===== config.mk =====
export PLATFORM = sky130hd
export DESIGN_NAME = obi_master_arbiter
export DESIGN_NICKNAME = d
export VERILOG_FILES = /design/src/rtl/obi_master_arbiter.sv
export SDC_FILE = /design/constraint.sdc
export NUM_CORES = 1
export LEC_CHECK = 0
export CAP_MARGIN = 20
export CORE_AREA = 4 4 122 124
export DETAILED_ROUTE_END_ITERATION = 10
export DIE_AREA = 0 0 126 128
export HOLD_SLACK_MARGIN = 0.08
export PLACE_DENSITY = 0.67
export SYNTH_ARGS = -nofsm -noshare
export SYNTH_HDL_FRONTEND = slang
export SYNTH_SLANG_ARGS = --single-unit

===== constraint.sdc =====
create_clock -name clk -period 5.7 [get_ports clk]
set_input_delay 1.14 -clock clk [delete_from_list [all_inputs] [get_ports clk]]
set_output_delay 1.14 -clock clk [all_outputs]
set_load 0.005 [all_outputs]

===== src/rtl/obi_master_arbiter.sv =====
// Two-master OBI arbiter in front of a single X-HEEP slave port: round-robin
// selection held stable until grant, outstanding limit, and in-order response routing.
module obi_master_arbiter #(
  parameter int unsigned MAX_OUTST = 2
) (
  input  logic        clk,
  input  logic        rst_n,
  // master 0 (program loader)
  input  logic        m0_req,
  input  logic        m0_we,
  input  logic [3:0]  m0_be,
  input  logic [31:0] m0_addr,
  input  logic [31:0] m0_wdata,
  output logic        m0_gnt,
  output logic        m0_rvalid,
  output logic [31:0] m0_rdata,
  // master 1 (readback port)
  input  logic        m1_req,
  input  logic        m1_we,
  input  logic [3:0]  m1_be,
  input  logic [31:0] m1_addr,
  input  logic [31:0] m1_wdata,
  output logic        m1_gnt,
  output logic        m1_rvalid,
  output logic [31:0] m1_rdata,
  // shared port towards X-HEEP
  output logic        req,
  output logic        we,
  output logic [3:0]  be,
  output logic [31:0] addr,
  output logic [31:0] wdata,
  input  logic        gnt,
  input  logic        rvalid,
  input  logic [31:0] rdata,
  // status
  output logic        busy,
  output logic        resp_err
);

  localparam int unsigned CW = $clog2(MAX_OUTST + 1);

  typedef enum logic {
    M0 = 1'b0,
    M1 = 1'b1
  } master_e;

  logic [CW-1:0]        cnt_q, cnt_d, wr_idx;
  logic                 lock_q, lock_d;
  master_e              lock_sel_q, prio_q, prio_d, sel;
  logic [MAX_OUTST-1:0] id_q, id_d;
  logic                 resp_err_q;
  logic                 sel_req, full, hs, rv_ok;

  // Selection: a locked (requested but not yet granted) master keeps the port.
  // NOTE: every signal assigned in always_comb gets a default first; a path
  // that leaves one unassigned would infer a latch.
  always_comb begin
    sel = M0;
    if (lock_q)                sel = lock_sel_q;
    else if (m0_req && m1_req) sel = prio_q;
    else if (m1_req)           sel = M1;
  end

  assign sel_req = (sel == M1) ? m1_req : m0_req;
  assign full    = (cnt_q == CW'(MAX_OUTST));
  assign req     = rst_n & sel_req & ~full;
  assign hs      = req & gnt;

  always_comb begin
    we    = 1'b0;
    be    = '0;
    addr  = '0;
    wdata = '0;
    if (req) begin
      if (sel == M1) begin
        we    = m1_we;
        be    = m1_be;
        addr  = m1_addr;
        wdata = m1_wdata;
      end else begin
        we    = m0_we;
        be    = m0_be;
        addr  = m0_addr;
        wdata = m0_wdata;
      end
    end
  end

  assign m0_gnt = hs & (sel == M0);
  assign m1_gnt = hs & (sel == M1);

  // A response with nothing outstanding is dropped; the FIFO head owns the rest.
  assign rv_ok     = rst_n & rvalid & (cnt_q != '0);
  assign m0_rvalid = rv_ok & ~id_q[0];
  assign m1_rvalid = rv_ok &  id_q[0];
  assign m0_rdata  = rst_n ? rdata : '0;
  assign m1_rdata  = rst_n ? rdata : '0;

  assign busy     = req | (cnt_q != '0);
  assign resp_err = resp_err_q;

  always_comb begin
    cnt_d = cnt_q;
    if (hs && !rv_ok)      cnt_d = cnt_q + CW'(1);
    else if (!hs && rv_ok) cnt_d = cnt_q - CW'(1);

    lock_d = sel_req & ~hs;
    prio_d = hs ? master_e'(~prio_q) : prio_q;

    // Id FIFO as a shift register: head at index 0, occupancy equals cnt_q.
    id_d = id_q;
    if (rv_ok) begin
      for (int i = 0; i < int'(MAX_OUTST) - 1; i++) id_d[i] = id_q[i+1];
    end
    wr_idx = rv_ok ? cnt_q - CW'(1) : cnt_q;
    for (int i = 0; i < int'(MAX_OUTST); i++) begin
      if (hs && wr_idx == CW'(i)) id_d[i] = sel;
    end
  end

  // NOTE: sequential state uses non-blocking assignments so every register
  // samples pre-edge values regardless of process ordering.
  always_ff @(posedge clk or negedge rst_n) begin
    if (!rst_n) begin
      cnt_q      <= '0;
      lock_q     <= 1'b0;
      lock_sel_q <= M0;
      prio_q     <= M0;
      resp_err_q <= 1'b0;
    end else begin
      cnt_q      <= cnt_d;
      lock_q     <= lock_d;
      lock_sel_q <= sel;
      prio_q     <= prio_d;
      if (rvalid && cnt_q == '0) resp_err_q <= 1'b1;
    end
  end

  // NOTE: the id storage carries no reset; entries are only read below cnt_q,
  // which is cleared, so stale contents are never observed.
  always_ff @(posedge clk) begin
    id_q <= id_d;
  end

endmodule


# After elaboration in Yosys (flattened, before gate mapping)
# Cells that the tools add are included.
word_totals:
  ff_bits: 8
  latch_bits: 0
  ramBits: 0
  mem_bits_ro: 0
  out_inout_bits: 140
  n_memories: 0
op_classes:
  addsub: 2
  n_mul: 0
  div_mod_pow: 0
  magnitude_cmp: 0
  n_eq_ne: 2
  n_shift: 0
  mux: 18
  n_bitwise: 16
  reduce_logical: 13
ops:
  columns: ["cell", "count"]
  rows:
  - ["2-to-1 mux 32 bit", 5]
  - ["bitwise AND 1 bit", 10]
  - ["2-to-1 mux 1 bit", 8]
  - ["2-to-1 mux 4 bit", 2]
  - ["logical AND 1 bit", 6]
  - ["2-to-1 mux 2 bit", 3]
  - ["nonzero test 2 bit", 3]
  - ["NOT 1 bit", 5]
  - ["zero test 2 bit", 2]
  - ["adder 2 x 1 -> 2 bit, second input constant", 1]
  - ["equality test 2 x 1 -> 1 bit, second input constant", 1]
  - ["equality test 2 bit, second input constant", 1]
  - ["zero test 1 bit", 2]
  - ["subtractor 2 x 1 -> 2 bit, second input constant", 1]
  - ["OR 1 bit", 1]

# Depth between registers and ports, before layout
# Gate-level depths: netlist of run 1.
logic_depth:
  depth_word: 11
  depth_mapped: 8
  depth_no_buf: 6

# Worst setup path before layout of run 1
# No wires, ideal clock.
synth_timing:
  path_kind: "input -> output"
  start: "in m0_req"
  end: "out addr[0]"
  t_arrival_ns: 2.141
  setup_slack_ns: 2.419
  cell_stages: 8
  path_buffers: 2
  path_cell_list: "inv_1 > o21ai_1 > o21a_1 > buf_2 > inv_2 > clkbuf_1 > nand2_1 > a21oi_2"
synth_via:
  elab_chain_cells: 7
  elab_cells_between_ends: 8
  classes_between: "5 x mux; 2 x bitwise; 1 x reduce/logical"
synth_rtl:
  columns: ["item", "line", "rtl"]
  rows:
  - ["start: declaration", "9", "input logic m0_req,"]
  - ["logical AND 1 bit", "60", "else if (m0_req && m1_req) sel = prio_q;"]
  - ["2-to-1 mux 1 bit", "60", null]
  - ["2-to-1 mux 1 bit", "59", "if (lock_q) sel = lock_sel_q;"]
  - ["2-to-1 mux 1 bit", "64", "assign sel_req = (sel == M1) ? m1_req : m0_req;"]
  - ["bitwise AND 1 bit (2 in a row)", "66", "assign req = rst_n & sel_req & ~full;"]
  - ["2-to-1 mux 32 bit *", "74", "if (req) begin"]
  - ["end: declaration", "30", "output logic [31:0] addr,"]
# Mark *: on every way between the ends. The rest lies on a longest branch, timed or not.

# Worst setup path after layout of run 1
layout_timing:
  start: "in m1_req"
  end: "out wdata[8]"
layout_via:
  elab_chain_cells: 7
  elab_cells_between_ends: 9
  classes_between: "6 x mux; 2 x bitwise; 1 x reduce/logical"
layout_rtl:
  columns: ["item", "line", "rtl"]
  rows:
  - ["start: declaration", "18", "input logic m1_req,"]
  - ["2-to-1 mux 1 bit / logical AND 1 bit (equally long branches)", "61, 60", null]
  - ["2-to-1 mux 1 bit", "60", null]
  - ["2-to-1 mux 1 bit", "59", null]
  - ["2-to-1 mux 1 bit", "64", null]
  - ["bitwise AND 1 bit (2 in a row)", "66", null]
  - ["2-to-1 mux 32 bit *", "74", null]
  - ["end: declaration", "31", "output logic [31:0] wdata,"]
# Marked as above.

==> summary.txt, run 1 <==
status: finished, final reports clean
total die area: 16,100 sq um
max_cap viols: 0
post-route setup slack: 1.07 ns
CP arrival: 3.49 ns
clock buffer depth: 2
Area Growth Syn to Fin: 135%
mean routed wirelength per cell: 14.5 um
unrepaired setup endpoints after global routing: false
Net count, final: 795
endpoints failing setup: 0
Worst Hold Class: register to register
final hold viol count: 0
WHS Endpoint: resp_err
Seq cells post-synth: 8
Routed WL: 11,600 um
Critical Path Sink Type: output port
register area share after synthesis: 9.25%
Peak VDD IR: 0.144 mV
syn_area_per_cell: 6.53 sq um
worst slew margin relative to its limit: 60.8%
first-pass GRT wire length: 17,300 um
initial antenna violation count: 0
Starting Density: 16.5%
hold_sp: resp_err
Root Buffer: clkbuf_16
largest net degree at the start of global routing: 59
CP startpoint kind: input port
count of cell types in the netlist: 32
Vias: 3,245
f_max: 216 MHz
crit share post-route: 81.2%
Reg clk slew, reported paths: 0.04 ns
syn nets: 526
R2R Path End: id_q[0]
gr ovfl total: 0
DP Worst Slack: 0.792 ns
TritonCTS clock tree: done
starting DRC count in detailed routing: 93
CP required: 4.56 ns
Lkg Pwr: 1.96 nW
H-tree level count: 1
routed wl met2: 6110 um
DRT met1 WL: 4510 um
routed length on met3: 931 um
Reg area: 210 sq um
Period minus WS final: 4.63 ns
Max Used Layer: met4
number of iterations in the first detailed-routing pass: 4
diodes inserted: 0
Tot Pwr: 0.00112 W
synthesized area: 2270 sq um
CTS resizes: 0
setup TNS: 0 ns
FF-to-FF path depth: 6
Synth Instances: 348
Rows: 43
multi-input logic area: 1580 sq um
worst r2r src: cnt_q[0]
CTS Buf Count: 3
Via density: 4.08
setup bufs post-CTS: 0
share of layout cells above drive strength 1: 13.8%
pwr dens: 210 nW/um^2
CTS sink cnt: 8
clock latency on the worst-skew pair: 0.23 ns
CP Max Fanout: 28
r2r setup slk: 3.66 ns
Ys Warns: 0
Post-CTS Hold Buffers: 0
I/O Pins: 316
Worst Hold Depth: 1
Setup Crit Path Kind: input port to output port
post-route ant nets: 0
Detailed Place HPWL: 9710 um
Die X-Extent: 126 um
# DRC: 0
vias in the first global route: 3,291
Placer Congestion: 0.906
die height: 128 um
Total Routing Usage GR: 12.9%
Port Buffers: 315
Core Box Area: 13,800 sq um
Clock Skews: 0.00364 ns
Worst Tran Pin Value: 0.588 ns
Fill cells: 1,422
Slew Limit Fails: 0
-- registers in the layout (all words and copies together) (netlist names) --
signal and flops:
lock_sel_q 1, resp_err 1, lock_q 1, cnt_q 2
prio_q 1, id_q 2
-- cell type report --
class	count	area share, %
inverter	6	0.422
multi-input combinational	276	29.6
timing repair buffer	322	60.4
clock buffer	4	1.48
tap	180	4.22
sequential	8	3.94
-- per-layer routing --
| metal | vias to the layer above | global-route usage (%) |
|---|---|---|
| met5 | - | 0 |
| met4 | 0 | 0.568 |
| met3 | 2 | 3.75 |
| met2 | 134 | 25.1 |
| met1 | 1495 | 14.5 |
| li1 | 1614 | - |
-- through the flow --
stage | utilization [%] | area, sq um | instances | hold slack, ns
after floorplan | - | 2270 | 348 | 0.448
after global placement | 38.0 | 5230 | 791 | 0.443
after detailed placement | 38.0 | 5230 | 791 | 0.447
after CTS | 38.6 | 5310 | 795 | 0.456
after global routing | 38.7 | 5330 | 796 | 0.477
final | 38.7 | 5330 | 796 | 0.453
-- synthesized netlist by cell type --
cell type / instances / share of area, %
nand2_1: 141 / 23
a21oi_2: 68 / 26
and2_1: 33 / 9.1
buf_4: 32 / 11
clkbuf_1: 16 / 2.6
buf_12: 7 / 6.2
dfrtp_1: 6 / 6.6
a21oi_1: 5 / 1.1
nor2_1: 5 / 0.83
inv_1: 4 / 0.66
nand3_1: 4 / 0.88
xnor2_1: 3 / 1.2
buf_2: 2 / 0.44
edfxtp_1: 2 / 2.6
ha_1: 2 / 1.1
inv_2: 2 / 0.33
a21o_1: 1 / 0.33
a22o_1: 1 / 0.39
and3b_1: 1 / 0.39
buf_8: 1 / 0.66
maj3_2: 1 / 0.50
mux2_1: 1 / 0.50
nand2b_1: 1 / 0.28
nand2b_4: 1 / 0.61
nand3b_1: 1 / 0.33
nand3b_2: 1 / 0.50
o21a_1: 1 / 0.33
o21ai_0: 1 / 0.22
o21ai_1: 1 / 0.22
o31ai_1: 1 / 0.33
or2_1: 1 / 0.28
or3b_4: 1 / 0.50
-- cell families after synthesis --
kind of cell	Yosys count	share of synthesized area, %
XOR/XNOR	3	1.16
buffers and inverters	64	21.5
adder cells (fa/ha/maj)	3	1.60
AND/OR/NAND/NOR	190	36.9
AO/OA/AOI/OAI	79	29.1
multiplexers	1	0.495
flip-flops	8	9.25
-- power breakdown --
| group | switching [W] | total (W) | internal [W] |
|---|---|---|---|
| Combinational | 0.000435 | 0.000903 | 0.000468 |
| Clock | 0.0000278 | 0.000121 | 0.0000932 |
| Sequential | 0.0000147 | 0.0000932 | 0.0000785 |
| Total | 0.000477 | 0.00112 | 0.000640 |
-- placed cells by master, fill, tap and decap left out, drive strengths merged --
cell | Yosys | layout
inv | 6 | 6
a21oi | 73 | 73
clkbuf | 16 | 4
dfrtp | 6 | 6
or2 | 1 | 1
nand2 | 141 | 141
maj3 | 1 | 1
and3b | 1 | 1
clkdlybuf4s50 | 0 | 315
xnor2 | 3 | 3
nand2b | 2 | 2
nor2 | 5 | 5
or3b | 1 | 1
o21a | 1 | 1
nand3b | 2 | 2
buf | 42 | 7
nand3 | 4 | 4
o21ai | 2 | 2
a22o | 1 | 1
a21o | 1 | 1
o31ai | 1 | 1
and2 | 33 | 33
edfxtp | 2 | 2
ha | 2 | 2
mux2 | 1 | 1
-- worst max-delay path by stage --
stage | endpoint | slack (ns) | start
6_report | wdata[8] | 1.07 | m1_req
5_1_grt | wdata[8] | 0.96 | m1_req
4_1_cts | wdata[0] | 0.78 | m1_req
3_5_place_dp | wdata[8] | 0.79 | m1_req
3_3_place_gp | wdata[0] | 0.85 | m1_req
2_1_floorplan | addr[0] | 2.42 | m0_req
-- critical path, stage by stage --
cell	delay (ns)
clkdlybuf4s50_1	0.49
nand3b_1	0.20
nand2b_4	0.07
or3b_4	0.60
buf_4	0.31
a21oi_2	0.14
clkdlybuf4s50_1	0.51
Note: power is estimated with default switching activity, not from simulation.
==> run 2, diff against run 1 <==
--- a/config.mk
+++ b/config.mk
@@ -6,11 +6,11 @@
 export NUM_CORES = 1
 export LEC_CHECK = 0
 export CAP_MARGIN = 20
-export CORE_AREA = 4 4 122 124
+export CORE_AREA = 4 4 119 121
 export DETAILED_ROUTE_END_ITERATION = 10
-export DIE_AREA = 0 0 126 128
+export DIE_AREA = 0 0 123 125
 export HOLD_SLACK_MARGIN = 0.08
-export PLACE_DENSITY = 0.67
+export PLACE_DENSITY = 0.69
 export SYNTH_ARGS = -nofsm -noshare
 export SYNTH_HDL_FRONTEND = slang
 export SYNTH_SLANG_ARGS = --single-unit
==> constraint.sdc (replaced) <==
create_clock -name clk -period 4.3 [get_ports clk]
set_input_delay 0.86 -clock clk [delete_from_list [all_inputs] [get_ports clk]]
set_output_delay 0.86 -clock clk [all_outputs]
set_load 0.005 [all_outputs]
==> summary.txt, run 2 (same netlist as run 1, synthesis figures left out) <==
status: finished, final reports clean
share of layout cells above drive strength 1: 13.9%
final core occ: 40.8%
CP Max Fanout: 42
Period minus WS final: 3.95 ns
Detailed Place HPWL: 9620 um
Vias: 3,257
# DRC: 0
CTS Buf Count: 3
Clock Skews: 0.00740 ns
CTS sink cnt: 8
non-filler cells, final: 793
max_cap viols: 0
Routed WL: 11,500 um
setup TNS: 0 ns
clock power share: 10.6%
Placer Congestion: 0.816
CTS resizes: 0
first-pass GRT wire length: 16,800 um
commonest non-fill, non-tap cell in the layout: clkdlybuf4s50_1
number of iterations in the first detailed-routing pass: 4
Psw: 0.000646 W
Lkg Pwr: 1.96 nW
largest net degree at the start of global routing: 74
Via density: 4.11
crit share post-route: 92.0%
gr ovfl total: 0
Worst Hold Class: register to register
setup bufs post-CTS: 0
Worst Tran Pin Value: 0.689 ns
Gate power share: 81.0%
CP arrival: 3.09 ns
post-route ant nets: 0
Rows: 42
f_max: 253 MHz
endpoints failing setup: 0
Port Buffers: 315
DP Worst Slack: 0.328 ns
Slew Limit Fails: 0
diodes inserted: 0
Root Buffer: clkbuf_16
starting DRC count in detailed routing: 72
Total Routing Usage GR: 13.6%
Tot Pwr: 0.00150 W
vias in the first global route: 3,194
clock buffer depth: 2
Placed Cells: 789
register share of total power: 8.4%
Reg clk slew, reported paths: 0.04 ns
CP startpoint kind: input port
I/O Pins: 316
final hold viol count: 0
pwr dens: 280 nW/um^2
CP required: 3.44 ns
Starting Density: 17.4%
die height: 125 um
total die area: 15,400 sq um
switching share of power: 43.2%
Core Box Area: 13,100 sq um
Area Growth Syn to Fin: 135%
Critical Path Sink Type: output port
most frequent cells in the layout: clkdlybuf4s50_1 (315), nand2_1 (141), a21oi_2 (68)
H-tree level count: 1
Die X-Extent: 123 um
TritonCTS clock tree: done
Peak VDD IR: 0.180 mV
unrepaired setup endpoints after global routing: false
initial antenna violation count: 0
Pint: 0.000850 W
Net count, final: 796
clock latency on the worst-skew pair: 0.23 ns
post-route setup slack: 0.345 ns
largest registers: cnt_q x2, id_q x2
Setup Crit Path Kind: input port to output port
Post-CTS Hold Buffers: 0
mean routed wirelength per cell: 14.5 um
worst slew margin relative to its limit: 54.1%
run 2: final timing paths:
| kind | start | endpoint | slack (ns) | cells past startpoint |
|---|---|---|---|---|
| setup / recovery | m1_req | we | 0.35 | 7 |
| hold / removal | resp_err | resp_err | 0.46 | 1 |
| setup reg to reg | cnt_q[0] | id_q[0] | 2.21 | 6 |
| hold reg to reg | resp_err | resp_err | 0.46 | 1 |
| max in group asynchronous | rst_n | resp_err | 3.08 | 2 |
| min in group asynchronous | rst_n | cnt_q[1] | 0.99 | 2 |
run 2: final cells by class:
| class | instances | area, sq um |
|---|---|---|
| timing repair buffer | 323 | 3230 |
| fill | 1309 | 7750 |
| multi-input combinational | 276 | 1580 |
| inverter | 6 | 22.5 |
| clock buffer | 4 | 78.8 |
| tap | 176 | 220 |
| sequential | 8 | 210 |
run 2: power by group through the flow:
stage | clock network (W) | registers, W | logic, W
after floorplan | 0 | 0.000119 | 0.000689
after global placement | 0 | 0.000123 | 0.00121
after detailed placement | 0 | 0.000124 | 0.00123
after CTS | 0.000162 | 0.000123 | 0.00123
after global routing | 0.000166 | 0.000127 | 0.00133
final | 0.000159 | 0.000125 | 0.00121
run 2: layer usage:
layer  vias to the layer above  routed length [um]  track usage, %
li1                       1626                   -               -
met1                      1452                4400            15.1
met2                       167                5780            25.2
met3                        12                1160            4.43
met4                         0                 163            2.35
met5                         -                   0               0
run 2: worst max-delay path, cell delays in order:
cell and delay (ns):
clkdlybuf4s50_1 0.50, nand3b_1 0.20, nand2b_4 0.07, or3b_4 0.37, buf_4 0.33, a21oi_1 0.22, clkdlybuf4s50_1 0.54
run 2: per-stage QoR:
stage	cell area (sq um)	hold slack, ns
6_report	5330	0.461
3_5_place_dp	5260	0.452
4_1_cts	5330	0.461
2_1_floorplan	2270	0.448
3_3_place_gp	5260	0.441
5_1_grt	5330	0.476
